--- src/rtl/y86_stage_sequencer.sv ---
// rtl/y86_stage_sequencer.sv - six-phase multi-cycle stage sequencer for the Y86 core
//
// Steps each instruction through FETCH, DECODE, EXECUTE, MEMORY, WRITEBACK and
// PCUPD, one cycle each. Owns the architectural PC and retires or halts in PCUPD.
//
// Ports:
//   clk, reset        rising-edge clock, asynchronous active-high reset
//   run               start request, sampled in IDLE only
//   step_mode, step   pause after each instruction / resume request in PAUSE
//   stat_in           memory-stage status (0 AOK, 1 HLT, 2 ADR, 3 INS)
//   pc_next           next PC from the pc_update logic
//   pc                architectural PC presented to fetch
//   en_* / pc_we      one-hot registered stage enables
//   busy, halted      in a phase state / in HALT
//   halt_code,timeout halt cause (status value / instruction budget)
//   instr_count       retired instructions (wraps)
//   cycle_count       cycles spent in phase states (saturates)

module y86_stage_sequencer #(
  parameter int                ADDR_W    = 64,
  parameter logic [ADDR_W-1:0] RESET_PC  = '0,
  parameter int                CNT_W     = 32,
  parameter int                MAX_INSTR = 0
) (
  input  logic              clk,
  input  logic              reset,
  input  logic              run,
  input  logic              step_mode,
  input  logic              step,
  input  logic [1:0]        stat_in,
  input  logic [ADDR_W-1:0] pc_next,
  output logic [ADDR_W-1:0] pc,
  output logic              en_fetch,
  output logic              en_decode,
  output logic              en_execute,
  output logic              en_memory,
  output logic              en_writeback,
  output logic              pc_we,
  output logic              busy,
  output logic              halted,
  output logic [1:0]        halt_code,
  output logic              timeout,
  output logic [CNT_W-1:0]  instr_count,
  output logic [CNT_W-1:0]  cycle_count
);

  typedef enum logic [3:0] {
    S_IDLE,
    S_FETCH,
    S_DECODE,
    S_EXECUTE,
    S_MEMORY,
    S_WRITEBACK,
    S_PCUPD,
    S_PAUSE,
    S_HALT
  } state_t;

  localparam logic [CNT_W-1:0] MAX_CNT = CNT_W'(MAX_INSTR);

  state_t            state_q, state_d;
  logic [ADDR_W-1:0] pc_q, pc_d;
  logic [1:0]        halt_code_q, halt_code_d;
  logic              timeout_q, timeout_d;
  logic [CNT_W-1:0]  instr_count_q, instr_count_d;
  logic [CNT_W-1:0]  cycle_count_q, cycle_count_d;
  logic [5:0]        en_q, en_d;
  logic              busy_q, busy_d;
  logic              halted_q, halted_d;
  logic              in_phase;
  logic [CNT_W-1:0]  instr_inc;

  assign in_phase  = (state_q != S_IDLE) && (state_q != S_PAUSE) && (state_q != S_HALT);
  assign instr_inc = instr_count_q + 1'b1;

  // Next-state, PC and counters.
  always_comb begin
    state_d       = state_q;
    pc_d          = pc_q;
    halt_code_d   = halt_code_q;
    timeout_d     = timeout_q;
    instr_count_d = instr_count_q;
    cycle_count_d = cycle_count_q;

    if (in_phase && (cycle_count_q != '1)) begin
      cycle_count_d = cycle_count_q + 1'b1;
    end

    case (state_q)
      S_IDLE:      if (run) state_d = S_FETCH;
      S_FETCH:     state_d = S_DECODE;
      S_DECODE:    state_d = S_EXECUTE;
      S_EXECUTE:   state_d = S_MEMORY;
      S_MEMORY:    state_d = S_WRITEBACK;
      S_WRITEBACK: state_d = S_PCUPD;
      S_PCUPD: begin
        if (stat_in != 2'd0) begin
          // Faulting instruction does not retire: PC and count stay put.
          state_d     = S_HALT;
          halt_code_d = stat_in;
        end else begin
          pc_d          = pc_next;
          instr_count_d = instr_inc;
          if ((MAX_INSTR != 0) && (instr_inc == MAX_CNT)) begin
            state_d     = S_HALT;
            timeout_d   = 1'b1;
            halt_code_d = 2'd0;
          end else if (step_mode) begin
            state_d = S_PAUSE;
          end else begin
            state_d = S_FETCH;
          end
        end
      end
      S_PAUSE:     if (step) state_d = S_FETCH;
      S_HALT:      state_d = S_HALT;
      default:     state_d = S_IDLE;
    endcase
  end

  // Registered outputs are decoded from the next state so they line up with state_q.
  always_comb begin
    en_d     = 6'b0;
    busy_d   = 1'b0;
    halted_d = 1'b0;
    case (state_d)
      S_FETCH:     en_d = 6'b100000;
      S_DECODE:    en_d = 6'b010000;
      S_EXECUTE:   en_d = 6'b001000;
      S_MEMORY:    en_d = 6'b000100;
      S_WRITEBACK: en_d = 6'b000010;
      S_PCUPD:     en_d = 6'b000001;
      default:     en_d = 6'b0;
    endcase
    busy_d   = (en_d != 6'b0);
    halted_d = (state_d == S_HALT);
  end

  always_ff @(posedge clk or posedge reset) begin
    if (reset) begin
      state_q       <= S_IDLE;
      pc_q          <= RESET_PC;
      halt_code_q   <= 2'd0;
      timeout_q     <= 1'b0;
      instr_count_q <= '0;
      cycle_count_q <= '0;
      en_q          <= 6'b0;
      busy_q        <= 1'b0;
      halted_q      <= 1'b0;
    end else begin
      state_q       <= state_d;
      pc_q          <= pc_d;
      halt_code_q   <= halt_code_d;
      timeout_q     <= timeout_d;
      instr_count_q <= instr_count_d;
      cycle_count_q <= cycle_count_d;
      en_q          <= en_d;
      busy_q        <= busy_d;
      halted_q      <= halted_d;
    end
  end

  assign pc           = pc_q;
  assign en_fetch     = en_q[5];
  assign en_decode    = en_q[4];
  assign en_execute   = en_q[3];
  assign en_memory    = en_q[2];
  assign en_writeback = en_q[1];
  assign pc_we        = en_q[0];
  assign busy         = busy_q;
  assign halted       = halted_q;
  assign halt_code    = halt_code_q;
  assign timeout      = timeout_q;
  assign instr_count  = instr_count_q;
  assign cycle_count  = cycle_count_q;

endmodule

--- config.mk ---
export PLATFORM = sky130hd
export DESIGN_NAME = y86_stage_sequencer
export DESIGN_NICKNAME = d
export VERILOG_FILES = /design/src/rtl/y86_stage_sequencer.sv
export SDC_FILE = /design/constraint.sdc
export NUM_CORES = 1
export LEC_CHECK = 0
export CORE_MARGIN = 1.5
export CORE_UTILIZATION = 49
export CTS_CLUSTER_DIAMETER = 50
export DETAILED_ROUTE_END_ITERATION = 8
export MAX_ROUTING_LAYER = met4
export PLACE_DENSITY = 0.88
export SYNTH_ARGS = -nofsm -noshare
export SYNTH_HDL_FRONTEND = slang
export SYNTH_SLANG_ARGS = --single-unit
--- constraint.sdc ---
create_clock -name clk -period 13.01 [get_ports clk]
set_input_delay 1.301 -clock clk [delete_from_list [all_inputs] [get_ports clk]]
set_output_delay 1.301 -clock clk [all_outputs]
set_load 0.01 [all_outputs]
==> After elaboration in Yosys (flattened, before gate mapping) <==
Index checks and enable logic that the tools add are counted.
{ "op_classes": {"bitwise_logic": 1, "add_sub_neg": 2, "reduce_logical": 9, "eq_ne": 18, "muxes": 6} }
{ "ops": {"columns": ["operator", "n"], "rows": [
  ["$add A32 B1 Y32 const B", 2],
  ["$pmux W4 S9", 1],
  ["$pmux W6 S6", 1],
  ["$ne A32 B32 Y1 const B", 1],
  ["$eq A4 B3 Y1 const B", 7],
  ["$eq A4 B2 Y1 const B", 4],
  ["$mux W4", 3],
  ["$eq A4 B1 Y1 const B", 2],
  ["$eq A4 B4 Y1 const B", 2],
  ["$reduce_bool A6 Y1", 1],
  ["$logic_not A4 Y1", 1],
  ["$ne A4 B3 Y1 const B", 1],
  ["$ne A4 B4 Y1 const B", 1],
  ["$reduce_and A2 Y1", 2],
  ["$reduce_bool A4 Y1", 1],
  ["$logic_and A1 B1 Y1", 3],
  ["$mux W3", 1],
  ["$reduce_bool A2 Y1", 1],
  ["$not A1 Y1", 1]
]} }
{ "word_totals": {"reg_bits": 142, "in_bits": 71, "output_inout_bits": 139, "wordCells": 44} }

==> Depth between registers and ports, before layout <==
Gate-level depths: netlist of run 1.
{ "logic_depth": {"depth_word": 6, "depth_mapped": 7, "mapped_depth_nobuf": 6} }

==> Worst setup path after synthesis of run 1 <==
Ideal clock, no wire load.
{ "synth_timing": {"kind": "in2reg", "from": "input port stat_in[0]", "to": "register instr_count_q[27], in the netlist instr_count[27]", "path_slack_ps": 10365, "arrival_time_ps": 2519, "setup_ps": 125, "required_time_ps": 12885, "n_path_buf": 0, "cell_stages": 5, "cell_sequence": "nor2_1 nand3_1 nor3_1 nand4_1 xnor2_1"} }
{ "synth_via": {"elab_chain_len": 3} }
{ "synth_lines": {"columns": ["element", "line", "source"], "rows": [
  ["from (decl)", "30", "input logic [1:0] stat_in,"],
  ["$reduce_bool A2 Y1", "97", "if (stat_in != 2'd0) begin"],
  ["$not A1 Y1 (no line)", null, null],
  ["$reduce_and A2 Y1 (no line)", null, null],
  ["to (signal assigned)", "155", "instr_count_q <= instr_count_d;"],
  ["to (decl)", "65", "logic [CNT_W-1:0] instr_count_q, instr_count_d;"]
]} }
Every way passes these cells.
A chain may end at the register's enable or synchronous reset.

==> Worst setup path in the final report of run 1 <==
{ "layout_timing": {"from": "input port stat_in[0]", "to": "register instr_count_q[6], in the netlist instr_count[6]"} }
The elaborated chain is that of the path after synthesis.

==> out/metrics.csv, run 1 <==
stage,metric,value,unit
critical_path,Worst Path Max Fanout,68,
floorplan,Die ar.,12760,um^2
clocking,cts hold-fix bufs,0,
timing,final-report hold violation count,0,
finish,layout cells sized above 1,0.05448,
grt,initial antenna violation count,0,
synth,Syn. warnings,0,
power_and_ir_drop,Static Leak,4.084,nW
grt,Overflow after GRT,0,
finish,Area Growth Syn to Fin,48.03,%
synth,post-synthesis async set-or-reset flop share,1.000,
hold_path,Hold Path Class,flop to flop,
critical_path,r2r endpoint,cycle_count[29],
route,final WL,15650,um
power_and_ir_drop,"Power, Total",1.737,mW
placement,placed wire-length estimate,10640,um
timing,RSZ-0062 raised after global routing,false,
clocking,Clk Tree Root Cell,clkbuf_16,
grt,largest net degree at the start of global routing,86,
critical_path,Crit Path Class,input pin to flop,
critical_path,Worst Setup EP,instr_count[6],
critical_path,CP Data Arrival Time,3.42,ns
critical_path,element type at the critical path end,flop,
finish,final instance area,8773,um^2
clocking,"Gates resized, CTS repair",0,
finish,final non-filler cell total,969,
clocking,CTS tree,yes,
floorplan,die span in x,113.0,um
critical_path,Worst Reg-to-Reg Cells,5,
route,Final ANT Viol Nets,0,
placement,IO buf count,208,
timing,smallest hold slack,0.4731,ns
finish,diode count,0,
timing,Final Cycle Share,0.2406,
hold_path,hold depth,2,
finish,"Core Util, Final",0.7554,
timing,Final TNS setup,0,ns
synth,Synthesized Nets,678,
placement,Place WS,9.417,ns
critical_path,crit path from,stat_in[0],
route,vias per cell,5.297,
floorplan,row count,39,
synth,Synth Instances,605,
synth,area fraction of the dominant cell type after synthesis,0.5995,
timing,Tmin final,3.130,ns
synth,Synth area leaders,"dfrtp_1 60%, nand2_1 14%, xnor2_1 5.6%",
floorplan,Core Footprint,11610,um^2
synth,top post-synthesis cells by count,"223 x nand2_1, 142 x dfrtp_1, 38 x xnor2_1",
floorplan,height of the die,113.0,um
clocking,CTS Buf Count,17,
synth,"Seq/Total Area, Yosys",0.5995,
clocking,latest clock arrival within the worst-skew pair,0.41,ns
clocking,number of H-tree levels,4,
synth,Syn Std Cell Area,5927,um^2
route,drt first pass iters,6,
run,Max-Cap Viols,0,
synth,Yosys cell types,41,
power_and_ir_drop,worst vdd ir,0.1375,mV
route,Via Count,5133,
finish,Nets,886,
synth,main flop type after synthesis,dfrtp_1,
grt,number of global-route vias before repair,5470,
route,routed wire length per instance,16.15,um
timing,Final Max Slew Viols,0,
outcome,status,"complete, no violations",
critical_path,startpoint types,input pin,
timing,fmax,319.5,MHz
critical_path,"Data required, critical path",13.30,ns
floorplan,I/O pins,210,
route,drt initial violations,318,
timing,Worst Skew,0.005104,ns
power_and_ir_drop,PD cells,198.0,nW/um^2
clocking,TritonCTS Sinks,142,
floorplan,Initial Utilization,0.5103,
placement,DP Area,8128,um^2
clocking,clock tree buffer depth,2,
timing,"Setup violations, final",0,
clocking,"Clk pin slew, worst setup/hold paths",0.06,ns
timing,Rel. slew slack,0.3068,
timing,Worst Tran Pin Value,1.040,ns
grt,first-pass GRT wire length,26230,um
timing,setup ws final,9.880,ns
placement,dpl cells,937,
critical_path,R2R setup slack,10.36,ns
clocking,Post-CTS Setup Bufs,0,
synth,"count leader, synth",nand2_1,
grt,total track usage,0.2685,
placement,GPL Wtd Cong,0.8322,
synth,"area leader, netlist",dfrtp_1,
route,drt drc,0,
critical_path,Critical R2R Launch,state_q[1],
synth,Yosys reg bits,142,
synth,Post-synth EDFFs,0,
synth,synthesized area per cell,9.797,um^2
cell type report:
type	instances	area, um^2
multi-input combinational	431	2248
inverter	10	42.54
fill	747	2840
clock inverter	14	216.5
clock buffer	18	429.2
tap	143	178.9
timing repair buffer	211	2105
sequential	142	3553
worst max-delay path: stages:
cell and delay (ns):
clkdlybuf4s50_1 0.44, nor2_1 0.37, and2_2 0.22, buf_4 0.52, and3_1 0.29, nand4_1 0.12, xnor2_1 0.15
cells by family (layout without fill, tap and decap cells):
kind of cell	after synthesis	in the layout	synth area share
compound gates	16	16	0.01668
xor+xnor	59	59	0.08719
fa+ha+maj	2	2	0.004221
buf+inv	32	253	0.02174
flops	142	142	0.5995
mux	3	3	0.005489
other cells	1	1	0.0006327
simple gates	350	350	0.2645
registers in the layout, summed over array words and instances, names as in the netlist:
signal	flops
halt_code	2
state_q	4
halted	1
en_q	6
busy	1
pc	64
cycle_count	32
instr_count	32
layer usage:
layer | wire length (um) | track usage | vias up
li1 | - | - | 2385
met1 | 6208 | 0.3102 | 2491
met2 | 7926 | 0.4390 | 227
met3 | 1224 | 0.08623 | 30
met4 | 289 | 0.1058 | 0
met5 | 0 | - | -
power breakdown:
group / internal, mW / total, mW / switching, mW / leakage, nW
clock network: 0.340 / 0.526 / 0.185 / 0.303
logic: 0.304 / 0.538 / 0.234 / 1.89
registers: 0.575 / 0.673 / 0.0985 / 1.90
layout by cell type, fill, tap and decap left out, types with 2 or more instances in the layout:
cell             count
nor4b_1              2
nor4_1               5
a21oi_1              3
ha_1                 2
inv_6                2
nor3b_1              3
and4_1               5
and2_1               2
nand2b_1             2
mux2_2               2
dfrtp_1            142
nand4b_1             2
bufinv_16            5
o22ai_1              2
xnor2_1             38
and3_1               7
clkbuf_16           17
nor2_1              24
nand4_1             15
clkdlybuf4s50_1    208
xor2_1              21
nand3_1             27
or2_2                3
o21ai_0              5
inv_1                9
clkinvlp_4           4
nor3_1              23
buf_4                3
clkinv_2             2
clkinv_4             2
nand2_1            222
worst min-delay path by stage:
stage,startpoint,endpoint
2_1_floorplan,halt_code[0],halt_code[0]
3_3_place_gp,pc[45],pc[45]
3_5_place_dp,pc[17],pc[17]
4_1_cts,pc[1],pc[1]
5_1_grt,pc[61],pc[61]
6_report,pc[1],pc[1]
(Power assumes the default switching activity.)
==> run 2, diff against run 1 <==
Settings changed: CORE_UTILIZATION 49 to 45, PLACE_DENSITY 0.88 to 0.82.
Clock period 13.01 ns to 3.15 ns, I/O delays scaled along.
==> out/metrics.csv, run 2 (synthesis results as in run 1) <==
stage,metric,value,unit,change
grt,initial antenna violation count,0,,unchanged
timing,final-report hold violation count,0,,unchanged
clocking,CTS tree,yes,,unchanged
placement,placed wire-length estimate,11150,um,was 10640 um
route,drt initial violations,352,,was 318
route,Via Count,5143,,was 5133
finish,Area Growth Syn to Fin,48.47,%,was 48.03%
timing,Tmin final,2.502,ns,
clocking,number of H-tree levels,4,,unchanged
floorplan,Die ar.,13870,um^2,was 12760 um^2
placement,IO buf count,208,,unchanged
clocking,clock tree buffer depth,2,,unchanged
grt,largest net degree at the start of global routing,68,,was 86
critical_path,crit-path cells,and4b_1 > nor3_1 > nand3_1 > nor4_1 > xor2_1,,was clkdlybuf4s50_1 > nor2_1 > and2_2 > buf_4 > and3_1 > nand4_1 > xnor2_1
floorplan,die span in x,117.8,um,was 113.0 um
floorplan,I/O pins,210,,unchanged
clocking,CTS Buf Count,17,,unchanged
power_and_ir_drop,worst vdd ir,0.4787,mV,was 0.1375 mV
clocking,"Gates resized, CTS repair",0,,unchanged
critical_path,Worst path max stage delay,0.54,ns,was 0.52 ns
grt,Overflow after GRT,0,,unchanged
hold_path,Hold Path Class,input pin to asynchronous set/reset pin,,was flop to flop
timing,Final Max Slew Viols,0,,unchanged
timing,Worst Tran Pin Value,0.8241,ns,was 1.040 ns
placement,GPL Wtd Cong,0.8337,,was 0.8322
critical_path,element type at the critical path end,flop,,unchanged
route,Final ANT Viol Nets,0,,unchanged
route,drt first pass iters,5,,was 6
critical_path,"slowest stage cell, crit path",dfrtp_1,,was buf_4
grt,first-pass GRT wire length,25230,um,was 26230 um
timing,Final Cycle Share,0.7942,,
run,Max-Cap Viols,0,,unchanged
clocking,TritonCTS Sinks,142,,unchanged
clocking,latest clock arrival within the worst-skew pair,0.41,ns,about the same
finish,Largest register FFs,64,,unchanged
outcome,status,"complete, no violations",,unchanged
clocking,Post-CTS Setup Bufs,0,,unchanged
critical_path,"Data required, critical path",3.48,ns,was 13.30 ns
timing,smallest hold slack,0.4055,ns,was 0.4731 ns
finish,most frequent cells in the layout,"222 x nand2_1, 208 x clkdlybuf4s50_1, 142 x dfrtp_1, 38 x xnor2_1, 27 x nand3_1",,unchanged
timing,Worst Skew,0.004693,ns,was 0.005104 ns
power_and_ir_drop,Static Leak,4.092,nW,was 4.084 nW
critical_path,CP Data Arrival Time,2.83,ns,was 3.42 ns
clocking,Clk Tree Root Cell,clkbuf_16,,unchanged
floorplan,Initial Utilization,0.4659,,was 0.5103
critical_path,Worst Path Max Fanout,17,,was 68
floorplan,row count,41,,was 39
finish,Nets,890,,was 886
grt,total track usage,0.2337,,was 0.2685
critical_path,CP bufs+invs,0,,was 2
finish,layout cells sized above 1,0.05301,,was 0.05448
clocking,"Clk pin slew, worst setup/hold paths",0.06,ns,about the same
route,final WL,15200,um,was 15650 um
finish,"most common cell after layout, fill and taps aside",nand2_1,,unchanged
critical_path,Crit Path Class,flop to flop,,was input pin to flop
finish,diode count,0,,unchanged
critical_path,CP top delay family,simple AND/OR/NAND/NOR gates,,unchanged
floorplan,height of the die,117.8,um,was 113.0 um
timing,Final TNS setup,0,ns,unchanged
power_and_ir_drop,PD cells,793.1,nW/um^2,was 198.0 nW/um^2
timing,"Setup violations, final",0,,unchanged
route,vias per cell,5.133,,was 5.297
timing,Rel. slew slack,0.4494,,was 0.3068
critical_path,startpoint types,flop,,was input pin
grt,number of global-route vias before repair,5085,,was 5470
finish,"Core Util, Final",0.6917,,was 0.7554
timing,RSZ-0062 raised after global routing,false,,unchanged
route,routed wire length per instance,15.17,um,was 16.15 um
floorplan,Core Footprint,12720,um^2,was 11610 um^2
route,drt drc,0,,unchanged
clocking,cts hold-fix bufs,0,,unchanged
timing,fmax,399.7,MHz,
==> run 2: power by group <==
part / internal (mW) / switching, mW / total [mW]
registers: 2.38 / 0.407 / 2.78
logic: 1.26 / 0.965 / 2.23
clock network: 1.25 / 0.719 / 1.97
==> run 2: through the flow <==
| stage | instances | cell area (um^2) | worst slack [ns] | power [mW] |
|---|---|---|---|---|
| after floorplan | 605 | 5931 | 1.058 | 3.637 |
| after global placement | 970 | 8218 | 0.6117 | 4.957 |
| after detailed placement | 970 | 8218 | 0.5218 | 5.050 |
| after CTS | 1002 | 8800 | 0.6878 | 7.033 |
| after global routing | 1002 | 8800 | 0.4658 | 7.352 |
| final | 1002 | 8800 | 0.6482 | 6.979 |
==> run 2: area by class of cell <==
cell class                      count  area [um^2]
Fill cell                         971         3923
Sequential cell                   142         3553
Tap cell                          172        215.2
Multi-Input combinational cell    431         2248
Clock inverter                      5        78.83
Timing Repair Buffer              215         2160
Inverter                           10        41.29
Clock buffer                       27        503.0
==> run 2: worst reg2reg max path, cell delays in order, from the launching register on <==
cell     delay (ns)
dfrtp_1        0.54
and4b_1        0.36
nor3_1         0.38
nand3_1        0.45
nor4_1         0.49
xor2_1         0.20
==> run 2: path summary, 6_finish.rpt <==
path	from	to	slack, ns	depth (start not counted)
max	state_q[1]	cycle_count[29]	0.65	5
min	reset	cycle_count[3]	0.41	2
max reg2reg	state_q[1]	cycle_count[29]	0.65	5
min reg2reg	pc[15]	pc[15]	0.47	2
max in group asynchronous	reset	pc[58]	2.03	3
min in group clk	pc_next[5]	pc[5]	0.43	3
==> run 2: metal layers <==
layer / wire length [um] / global-route usage / up-vias / share of wire
met1: 6186 / 0.2785 / 2519 / 0.41
met3: 976 / 0.05862 / 26 / 0.064
met4: 259 / 0.08689 / 0 / 0.017
li1: - / - / 2402 / -
met2: 7778 / 0.3856 / 196 / 0.51
met5: 0 / - / - / 0
